File: src/rtl/rule_scan_ctrl_pkg.sv
// Shared types for the rule-scan classifier: packet/rule layouts, result record
// and the unsigned range test every classifier flavour uses.
package rule_scan_ctrl_pkg;

  localparam int MAX_RULES = 64;

  typedef logic [$clog2(MAX_RULES)-1:0] rule_idx_t;

  typedef struct packed {
    logic      match;
    rule_idx_t idx;
  } result_s;

  typedef struct packed {
    logic [31:0] ip;
    logic [15:0] port;
  } endpoint_s;

  typedef struct packed {
    endpoint_s   src;
    endpoint_s   dst;
    logic [7:0]  protocol;
  } packet_s;

  typedef struct packed {
    logic [31:0] start;
    logic [31:0] last;
  } ip_range_s;

  typedef struct packed {
    logic [15:0] start;
    logic [15:0] last;
  } port_range_s;

  typedef struct packed {
    logic [7:0] start;
    logic [7:0] last;
  } proto_range_s;

  typedef struct packed {
    ip_range_s    src_ip;
    port_range_s  src_port;
    ip_range_s    dst_ip;
    port_range_s  dst_port;
    proto_range_s protocol;
  } rule_s;

  // An inverted range (lo > hi) can never contain a value.
  function automatic logic in_range(input logic [31:0] value,
                                    input logic [31:0] lo,
                                    input logic [31:0] hi);
    return (value >= lo) && (value <= hi);
  endfunction

endpackage

File: src/rtl/rule_scan_ctrl_rule_match.sv
// Combinational single-rule matcher: hit when every packet field lies inside
// the rule's inclusive range.
module rule_match
  import rule_scan_ctrl_pkg::*;
(
  input  packet_s pkt_i,
  input  rule_s   rule_i,
  output logic    hit_o
);

  assign hit_o = in_range(pkt_i.src.ip, rule_i.src_ip.start, rule_i.src_ip.last)
              && in_range(32'(pkt_i.src.port), 32'(rule_i.src_port.start),
                          32'(rule_i.src_port.last))
              && in_range(pkt_i.dst.ip, rule_i.dst_ip.start, rule_i.dst_ip.last)
              && in_range(32'(pkt_i.dst.port), 32'(rule_i.dst_port.start),
                          32'(rule_i.dst_port.last))
              && in_range(32'(pkt_i.protocol), 32'(rule_i.protocol.start),
                          32'(rule_i.protocol.last));

endmodule

File: src/rtl/rule_scan_ctrl.sv
// Linear-scan classifier: walks the external rule RAM from index 0 and reports
// the lowest-index rule containing the latched packet.
module rule_scan_ctrl
  import rule_scan_ctrl_pkg::*;
#(
  parameter int NUM_RULES = 64,
  parameter int IDX_W     = $clog2(NUM_RULES),
  parameter int CNT_W     = 32
) (
  input  logic             clk_in,
  input  logic             rst_in,
  input  logic             pkt_valid_in,
  output logic             pkt_ready_out,
  input  packet_s          pkt_in,
  input  logic [IDX_W:0]   num_rules_in,
  output logic             rule_rd_en_out,
  output logic [IDX_W-1:0] rule_addr_out,
  input  rule_s            rule_in,
  output logic             result_valid_out,
  input  logic             result_ready_in,
  output logic             match_out,
  output logic [IDX_W-1:0] match_idx_out,
  output logic             busy_out,
  output logic [CNT_W-1:0] pkt_count_out,
  output logic [CNT_W-1:0] hit_count_out
);

  typedef enum logic [1:0] {IDLE, SCAN, DONE} state_e;

  localparam logic [IDX_W:0] NUM_RULES_W = (IDX_W+1)'(NUM_RULES);

  state_e           state_q;
  packet_s          pkt_q;
  logic [IDX_W:0]   n_q;
  logic             rd_en_q;
  logic [IDX_W-1:0] addr_q;
  logic             cmp_valid_q;
  logic [IDX_W-1:0] cmp_idx_q;
  result_s          result_q;
  logic [CNT_W-1:0] pkt_cnt_q;
  logic [CNT_W-1:0] hit_cnt_q;

  logic             rule_hit;
  logic [IDX_W:0]   n_clamped;
  logic [IDX_W:0]   addr_next;
  logic             cmp_last;

  rule_match u_rule_match (
    .pkt_i  (pkt_q),
    .rule_i (rule_in),
    .hit_o  (rule_hit)
  );

  assign n_clamped = (num_rules_in > NUM_RULES_W) ? NUM_RULES_W : num_rules_in;
  assign addr_next = {1'b0, addr_q} + (IDX_W+1)'(1);
  assign cmp_last  = ({1'b0, cmp_idx_q} == (n_q - (IDX_W+1)'(1)));

  // cmp_valid_q/cmp_idx_q trail the read strobe by one cycle, lining up with
  // the RAM's registered data; reads in flight past a hit are simply dropped.
  always_ff @(posedge clk_in or posedge rst_in) begin
    if (rst_in) begin
      state_q     <= IDLE;
      pkt_q       <= '0;
      n_q         <= '0;
      rd_en_q     <= 1'b0;
      addr_q      <= '0;
      cmp_valid_q <= 1'b0;
      cmp_idx_q   <= '0;
      result_q    <= '0;
      pkt_cnt_q   <= '0;
      hit_cnt_q   <= '0;
    end else begin
      cmp_valid_q <= rd_en_q;
      cmp_idx_q   <= addr_q;
      case (state_q)
        IDLE: begin
          if (pkt_valid_in) begin
            pkt_q    <= pkt_in;
            n_q      <= n_clamped;
            addr_q   <= '0;
            result_q <= '0;
            if (n_clamped == '0) begin
              state_q <= DONE;
            end else begin
              state_q <= SCAN;
              rd_en_q <= 1'b1;
            end
          end
        end
        SCAN: begin
          if (rd_en_q) begin
            if (addr_next < n_q) addr_q <= addr_q + IDX_W'(1);
            else                 rd_en_q <= 1'b0;
          end
          if (cmp_valid_q && rule_hit) begin
            state_q      <= DONE;
            rd_en_q      <= 1'b0;
            cmp_valid_q  <= 1'b0;
            result_q.match <= 1'b1;
            result_q.idx   <= rule_idx_t'(cmp_idx_q);
          end else if (cmp_valid_q && cmp_last) begin
            state_q     <= DONE;
            rd_en_q     <= 1'b0;
            cmp_valid_q <= 1'b0;
            result_q    <= '0;
          end
        end
        DONE: begin
          if (result_ready_in) begin
            state_q   <= IDLE;
            pkt_cnt_q <= pkt_cnt_q + CNT_W'(1);
            hit_cnt_q <= hit_cnt_q + CNT_W'(result_q.match);
          end
        end
        default: state_q <= IDLE;
      endcase
    end
  end

  assign pkt_ready_out    = (state_q == IDLE);
  assign busy_out         = (state_q != IDLE);
  assign result_valid_out = (state_q == DONE);
  assign match_out        = result_q.match;
  assign match_idx_out    = IDX_W'(result_q.idx);
  assign rule_rd_en_out   = rd_en_q;
  assign rule_addr_out    = addr_q;
  assign pkt_count_out    = pkt_cnt_q;
  assign hit_count_out    = hit_cnt_q;

endmodule

File: config.mk
export PLATFORM = sky130hd
export DESIGN_NAME = rule_scan_ctrl
export DESIGN_NICKNAME = d
export VERILOG_FILES = /design/src/rtl/rule_scan_ctrl_pkg.sv /design/src/rtl/rule_scan_ctrl_rule_match.sv /design/src/rtl/rule_scan_ctrl.sv
export SDC_FILE = /design/constraint.sdc
export NUM_CORES = 1
export LEC_CHECK = 0
export ABC_AREA = 1
export CAP_MARGIN = 0
export CELL_PAD_IN_SITES_DETAIL_PLACEMENT = 1
export CELL_PAD_IN_SITES_GLOBAL_PLACEMENT = 1
export CORE_ASPECT_RATIO = 1.1
export CORE_MARGIN = 2
export CORE_UTILIZATION = 35
export DETAILED_ROUTE_END_ITERATION = 12
export HOLD_SLACK_MARGIN = 0.08
export PLACE_DENSITY = 0.85
export SYNTH_ARGS = -nofsm -noshare
export SYNTH_HDL_FRONTEND = slang
export SYNTH_HIERARCHICAL = 1
export SYNTH_SLANG_ARGS = --single-unit
File: constraint.sdc
create_clock -name clk_in -period 8.04 [get_ports clk_in]
set_clock_uncertainty 0.15 [all_clocks]
set_input_delay 1.608 -clock clk_in [delete_from_list [all_inputs] [get_ports clk_in]]
set_output_delay 1.608 -clock clk_in [all_outputs]
set_load 0.03 [all_outputs]
==> out/results.ini, run 1 <==
[outcome]
status=complete, no violations

[routing]
drc=0
first_iter_violations=437
post_drt_wl_per_cell_um=18.2
drtAntennaViolNets=0
wl_mm=52.0
vias_per_cell=4.89
dr.pass1.iters=4
vias=14000

[timing]
drv_slew=0
post-route-period-util=0.538
finalSetupViolCount=0
finalHoldViolCount=0
fin_crit_ns=4.32
worst_slew_margin_rel=0.330
hold_slack_ns=0.325
fmax_mhz=231
worstMarginPinSlew_ns=1.01
setup-tns-final_ns=0
rsz0062_at_grt=no
setup_slack_ns=3.72

[cts]
postCtsHoldBufs=0
clk-insertion-delay-late_ns=0.47
postCtsSetupBuffers=0
cts_buffers=17
ctsResizeCount=0
clk_pin_slew_worst_paths_ns=0.07
cts_root_buffer=clkbuf_16
cts_sinks=198
clk_path_buf_depth=2
cts_tree=done
htreeDepth=4

[critical_path]
cp_cell_sequence=clkdlybuf4s50_1 -> inv_1 -> nor2_4 -> inv_4 -> buf_4 -> nor2_1 -> inv_1 -> o22ai_1
worst-path-buf-inv=5
critPathTopFamily=buffers and inverters
critical_path_required_ns=8.28
critPathKind=input pin to register
crit_top_cell=inv_1
cp.arrival_ns=4.56
max_stage_delay_ns=0.75
slowest_stage=nor2_4
crit_fanout=85
reg2reg_slack_ns=4.67
endpoint_kind=register
cp-start-kind=input pin

[synth]
synth_nets=2477
ys_types=38
synth_common_cells=nand2_1, inv_1, ha_1
ys_warn_count=6
synth_cells=1935
syn_avg_cell_area_um2=7.42
syn-cell-area_um2=14400
ys.flop_type=dfrtp_1
synth_area_leaders=dfrtp_1, ha_1, nand2_1
synth_seq_cells=198
synth_top_area_share=0.345
synth-seq-area-share=0.345
synth-edff-count=0
synthArstFlopShare=1.00
yosys.area.top_type=dfrtp_1
synth_most_common_cell=nand2_1

[place]
place_congestion=0.898
place_area_um2=18900
port_buffers=403
pre_cts_slack_ns=3.26
dp_cells=2827
dp_hpwl_mm=42.2

[power_and_ir_drop]
internal-power_mw=2.67
p_leak_nw=10.4
ir_drop_mv=0.166
switching_share=0.439
clockPowerShare=0.186
pwr-share-comb=0.472
power.switching_mw=2.09
power.density_nw_per_um2=244
seq_power_share=0.342

[grt]
overflow=0
grt_pass1_wl_mm=81.6
grt_pass1_vias=15600
grtUsageTotal=0.247
grt_max_degree=135
antenna_found_initial=14

[final_layout]
syn2layout_area_growth_pct=36.1
fin_nets=2875
design_area_um2=19500
finalNonFillerCells=2866
drive_above_1_share=0.0303

[floorplanning]
dieArea_um2=42700
pin_count=404
start_util=0.356
fp.dieW_um=197
rows=77
core-area_um2=40400
die_h_um=216

[hold_path]
hold_class=register to register

[job]
drv_cap=0

cell usage in the layout, fill, tap and decap left out, drive strengths merged, types with 2 or more instances in the layout:
cell           count
nand2            679
clkdlybuf4s50    403
inv              334
ha               219
dfrtp            198
nor2             136
a21oi            103
nand3             47
o21ai             46
xor2              41
nand4             29
nor3              26
xnor2             22
clkbuf            20
o21a               9
diode              7
nor4               6
o22ai              4
clkinvlp           4
clkinv             4
buf                3
a21o               3
o21bai             2
cell type report:
cell class                      instances  area (um2)
Clock buffer                           20         457
Sequential cell                       198        4950
Timing Repair Buffer                  406        4060
Antenna cell                            7        17.5
Fill cell                            5019       20800
Inverter                              331        1250
Multi-Input combinational cell       1379        8040
Clock inverter                         12         121
Tap cell                              513         642
flip-flops by register name, indices dropped and copies added (netlist names):
name	flops
cmp_idx_q	6
cmp_valid_q	1
hit_count_out	32
match_idx_out	6
match_out	1
n_q	7
pkt_count_out	32
pkt_q	104
rule_addr_out	6
rule_rd_en_out	1
state_q	2
stage by stage:
| step | util | total power, mW |
|---|---|---|
| detailed placement | 0.469 | 3.90 |
| CTS | 0.484 | 4.83 |
| finish | 0.484 | 4.77 |
| global route | 0.484 | 5.22 |
| floorplan | - | 3.05 |
| global placement | 0.469 | 3.71 |
metal layers:
| metal | vias to the layer above | part of all wire | track usage |
|---|---|---|---|
| met5 | - | 0.0017 | 0 |
| met4 | 12 | 0.037 | 0.113 |
| met3 | 98 | 0.079 | 0.0851 |
| met2 | 370 | 0.49 | 0.438 |
| met1 | 6684 | 0.39 | 0.264 |
| li1 | 6856 | - | - |
worst paths after layout:
check | start | end | depth (start not counted)
min in group asynchronous | rst_in | pkt_count_out[15] | 2
worst max-delay path | pkt_valid_in | n_q[1] | 8
worst max register to register | state_q[1] | n_q[1] | 8
worst min register to register | rule_addr_out[1] | cmp_idx_q[1] | 0
worst min-delay path | rule_addr_out[1] | cmp_idx_q[1] | 0
max in group asynchronous | rst_in | n_q[5] | 3
cells by family after synthesis:
kind of cell / Yosys count / share of synthesized area
AND/OR/NAND/NOR: 927 / 0.268
buffers and inverters: 358 / 0.0956
adder cells (fa/ha/maj): 219 / 0.191
flip-flops: 198 / 0.345
AO/OA/AOI/OAI: 170 / 0.0626
XOR/XNOR: 63 / 0.0384
power groups by stage:
stage	sequential (mW)	clock, mW	combinational (mW)
6_report	1.63	0.886	2.25
5_1_grt	1.68	0.944	2.59
4_1_cts	1.63	0.912	2.28
3_5_place_dp	1.65	0	2.26
3_3_place_gp	1.63	0	2.09
2_1_floorplan	1.59	0	1.46
Note: power is estimated with default switching activity, not from simulation.
==> run 2, diff against run 1 <==
==> constraint.sdc (replaced) <==
create_clock -name clk_in -period 4.04 [get_ports clk_in]
set_clock_uncertainty 0.15 [all_clocks]
set_input_delay 0.808 -clock clk_in [delete_from_list [all_inputs] [get_ports clk_in]]
set_output_delay 0.808 -clock clk_in [all_outputs]
set_load 0.03 [all_outputs]
==> out/results.ini, run 2 (synthesized netlist as in run 1, its figures left out) <==
[outcome]
status=complete, no violations

[grt]
grtUsageTotal=0.253
antenna_found_initial=19
overflow=0
grt_max_degree=105
grt_pass1_wl_mm=83.2
grt_pass1_vias=15600

[cts]
clk_path_buf_depth=2
clk_pin_slew_worst_paths_ns=0.08
htreeDepth=4
postCtsHoldBufs=0
cts_root_buffer=clkbuf_16
cts_buffers=17
postCtsSetupBuffers=0
ctsResizeCount=0
cts_sinks=198
clk-insertion-delay-late_ns=0.47
cts_tree=done

[routing]
dr.pass1.iters=5
wl_mm=53.4
first_iter_violations=499
post_drt_wl_per_cell_um=18.6
vias=14100
vias_per_cell=4.92
drtAntennaViolNets=0
drc=0

[final_layout]
utilization=0.487
fin_nets=2878
final_cell_mix=nand2_1, clkdlybuf4s50_1, inv_1
drive_above_1_share=0.0315
finalNonFillerCells=2873
final_common_cell=nand2_1
syn2layout_area_growth_pct=37.0
largest_register_ffs=104
top_register=pkt_q
nFillCells=4980

[critical_path]
critical_path_required_ns=4.25
crit_fanout=9
critPathKind=input pin to register
endpoint_kind=register
cp.arrival_ns=3.61
cp-start-kind=input pin

[floorplanning]
core-area_um2=40400
start_util=0.356
rows=77
die_h_um=216
pin_count=404
dieArea_um2=42700
fp.dieW_um=197

[timing]
finalSetupViolCount=0
rsz0062_at_grt=no
worst_slew_margin_rel=0.469
setup-tns-final_ns=0
drv_slew=0
post-route-period-util=0.842
hold_slack_ns=0.336
fmax_mhz=294
fin_crit_ns=3.40
finalHoldViolCount=0
worstMarginPinSlew_ns=0.796

[power_and_ir_drop]
power.switching_mw=4.24
ir_drop_mv=0.326
seq_power_share=0.334
power.density_nw_per_um2=495
clockPowerShare=0.197
switching_share=0.435
pwr-share-comb=0.469
internal-power_mw=5.51
p_leak_nw=10.5

[place]
dp_hpwl_mm=43.1
port_buffers=403
place_congestion=0.904
dp_cells=2830

[job]
drv_cap=0

[hold_path]
hold_class=register to register

-- run 2: power by group through the flow --
stage	clock network, mW	logic (mW)	registers [mW]
floorplan	0	2.90	3.16
global placement	0	4.23	3.26
detailed placement	0	4.57	3.29
CTS	1.97	4.63	3.26
global route	2.03	5.23	3.36
finish	1.92	4.57	3.26
-- run 2: stage by stage --
stage | cell area, um2 | total power [mW] | worst slack, ns
final | 19700 | 9.75 | 0.639
after global routing | 19700 | 10.6 | 0.349
after CTS | 19700 | 9.86 | 0.582
after detailed placement | 19000 | 7.86 | 0.0371
after global placement | 19000 | 7.49 | 0.217
after floorplan | 14400 | 6.07 | 0.522
-- run 2: cell type report --
class	instances	area (um2)	share of cell area
Inverter	331	1250	0.0635
Timing Repair Buffer	409	4130	0.210
Sequential cell	198	4950	0.252
Antenna cell	11	27.5	0.00140
Clock inverter	13	191	0.00973
Multi-Input combinational cell	1379	8040	0.409
Tap cell	513	642	0.0326
Clock buffer	19	443	0.0225
-- run 2: per-layer routing --
layer  vias up  part of all wire  track usage
met3        82             0.079       0.0787
met1      6816              0.38        0.276
met5         -            0.0021            0
met2       366              0.51        0.460
met4        18             0.029       0.0887
li1       6860                 -            -
-- run 2: final timing paths --
| path | depth (start not counted) | slack [ns] | start | to |
|---|---|---|---|---|
| min in group asynchronous | 2 | 0.69 | rst_in | pkt_q[98] |
| setup reg to reg | 16 | 1.06 | pkt_q[103] | match_idx_out[3] |
| setup / recovery | 18 | 0.64 | rule_in[175] | match_idx_out[3] |
| hold reg to reg | 1 | 0.34 | pkt_count_out[31] | pkt_count_out[31] |
| hold / removal | 1 | 0.34 | pkt_count_out[31] | pkt_count_out[31] |
| max in group asynchronous | 3 | 2.14 | rst_in | n_q[2] |
-- run 2: worst max-delay path, cell delays in order --
cell	delay [ns]
clkdlybuf4s50_1	0.45
inv_1	0.05
ha_1	0.29
nand2_1	0.07
nor2_1	0.15
nand2_1	0.13
nor4_2	0.33
nand2_1	0.09
nand2_1	0.12
nand2_1	0.08
nor2_1	0.09
nand2_1	0.09
nor2_2	0.19
nand2_1	0.11
nand2_1	0.10
nand2_1	0.21
nand3_1	0.16
nand2_1	0.07
==> run 3, diff against run 2 <==
==> constraint.sdc (replaced) <==
create_clock -name clk_in -period 3.5 [get_ports clk_in]
set_clock_uncertainty 0.15 [all_clocks]
set_input_delay 0.7 -clock clk_in [delete_from_list [all_inputs] [get_ports clk_in]]
set_output_delay 0.7 -clock clk_in [all_outputs]
set_load 0.03 [all_outputs]
==> out/results.ini, run 3 (synthesized netlist as in run 1, its figures left out) <==
[outcome]
status=complete, no violations

[final_layout]
final_common_cell=nand2_1
final_cell_mix=nand2_1, clkdlybuf4s50_1, inv_1
largest_register_ffs=104
design_area_um2=19600
top_register=pkt_q
utilization=0.487
syn2layout_area_growth_pct=36.8
finalNonFillerCells=2877
drive_above_1_share=0.0336
fin_nets=2882

[timing]
worst_slew_margin_rel=0.621
fmax_mhz=312
finalSetupViolCount=0
hold_slack_ns=0.325
fin_crit_ns=3.20
drv_slew=0
rsz0062_at_grt=no
finalHoldViolCount=0
worstMarginPinSlew_ns=0.569
post-route-period-util=0.915

[floorplanning]
pin_count=404
rows=77
core-area_um2=40400
start_util=0.356
dieArea_um2=42700
die_h_um=216
fp.dieW_um=197

[cts]
cts_tree=done
cts_root_buffer=clkbuf_16
cts_sinks=198
clk_path_buf_depth=2
postCtsHoldBufs=0
postCtsSetupBuffers=0
clk-insertion-delay-late_ns=0.47
clk_pin_slew_worst_paths_ns=0.08
cts_buffers=17
htreeDepth=4

[place]
dp_cells=2834
place_congestion=0.910
dp_hpwl_mm=42.5
port_buffers=403
place_area_um2=19000

[grt]
grt_pass1_vias=15800
use_met3=0.0803
grtUsageTotal=0.250
antenna_found_initial=21
overflow=0
grt_max_degree=111
busiest_layer=met2
grt_pass1_wl_mm=82.6
use_met1=0.269
met2_usage=0.450

[power_and_ir_drop]
ir_drop_mv=0.360
power.density_nw_per_um2=560
p_leak_nw=10.5
power_mw=11.0

[critical_path]
crit_fanout=9
critPathKind=input pin to register
endpoint_kind=register
cp-start-kind=input pin
critical_path_required_ns=3.71
cp.arrival_ns=3.41

[routing]
drc=0
dr.pass1.iters=4
vias=14100
first_iter_violations=471
vias_per_cell=4.91
wl_mm=52.7
drtAntennaViolNets=0
post_drt_wl_per_cell_um=18.3

[job]
drv_cap=0

[hold_path]
hold_class=register to register

## run 3: worst paths after layout
path | from | to | slack (ns) | depth (start not counted)
max | rule_in[191] | match_idx_out[5] | 0.30 | 20
min | pkt_q[0] | pkt_q[0] | 0.33 | 2
max reg2reg | pkt_q[49] | match_idx_out[5] | 0.59 | 17
min reg2reg | pkt_q[0] | pkt_q[0] | 0.33 | 2
max in group asynchronous | rst_in | n_q[3] | 2.13 | 3
min in group asynchronous | rst_in | hit_count_out[9] | 0.61 | 3
## run 3: what timing repair did
item	4_1_cts	5_1_grt
gates resized for setup	0	2
hold endpoints to repair	0	0
setup endpoints to repair	0	10
## run 3: stage by stage
stage	TNS, ns	setup slack (ns)
global route	0	0.0135
global placement	-1.38	-0.147
detailed placement	-2.58	-0.278
finish	0	0.297
floorplan	0	0.0896
CTS	0	0.220
## run 3: cell type report
class / count / area [um2]
diodes: 11 / 27.5
clock buffers: 20 / 447
clock inverters: 12 / 121
fillers: 5000 / 20700
inverters: 331 / 1250
multi-input cells: 1379 / 8050
flip-flops and latches: 198 / 4950
well taps: 513 / 642
repair buffers: 413 / 4160
## run 3: where the power goes
part	total [mW]	internal (mW)	leakage, nW	switching [mW]
sequential	3.75	2.99	2.52	0.766
clock	2.01	1.02	0.275	0.994
combinational	5.24	2.16	7.71	3.08
## run 3: worst max-delay path, cell delays in order
cell and delay [ns]:
clkdlybuf4s50_1 0.52, inv_1 0.06, ha_1 0.29, nand2_1 0.07, inv_1 0.06, nand3_1 0.09, nor3_1 0.18, nand2_1 0.09
nand2_1 0.10, nand2_1 0.06, nand2_1 0.13, nand2_1 0.07, nor2_1 0.10, nand2_1 0.09, nor2_2 0.21, nand2_1 0.12
nand2_1 0.13, nand2_2 0.14, nand3_1 0.14, nand2_1 0.06
## run 3: metal layers
layer	wire length [um]	up-vias
li1	-	6868
met1	20500	6795
met2	26300	363
met3	4020	95
met4	1780	18
met5	116	-
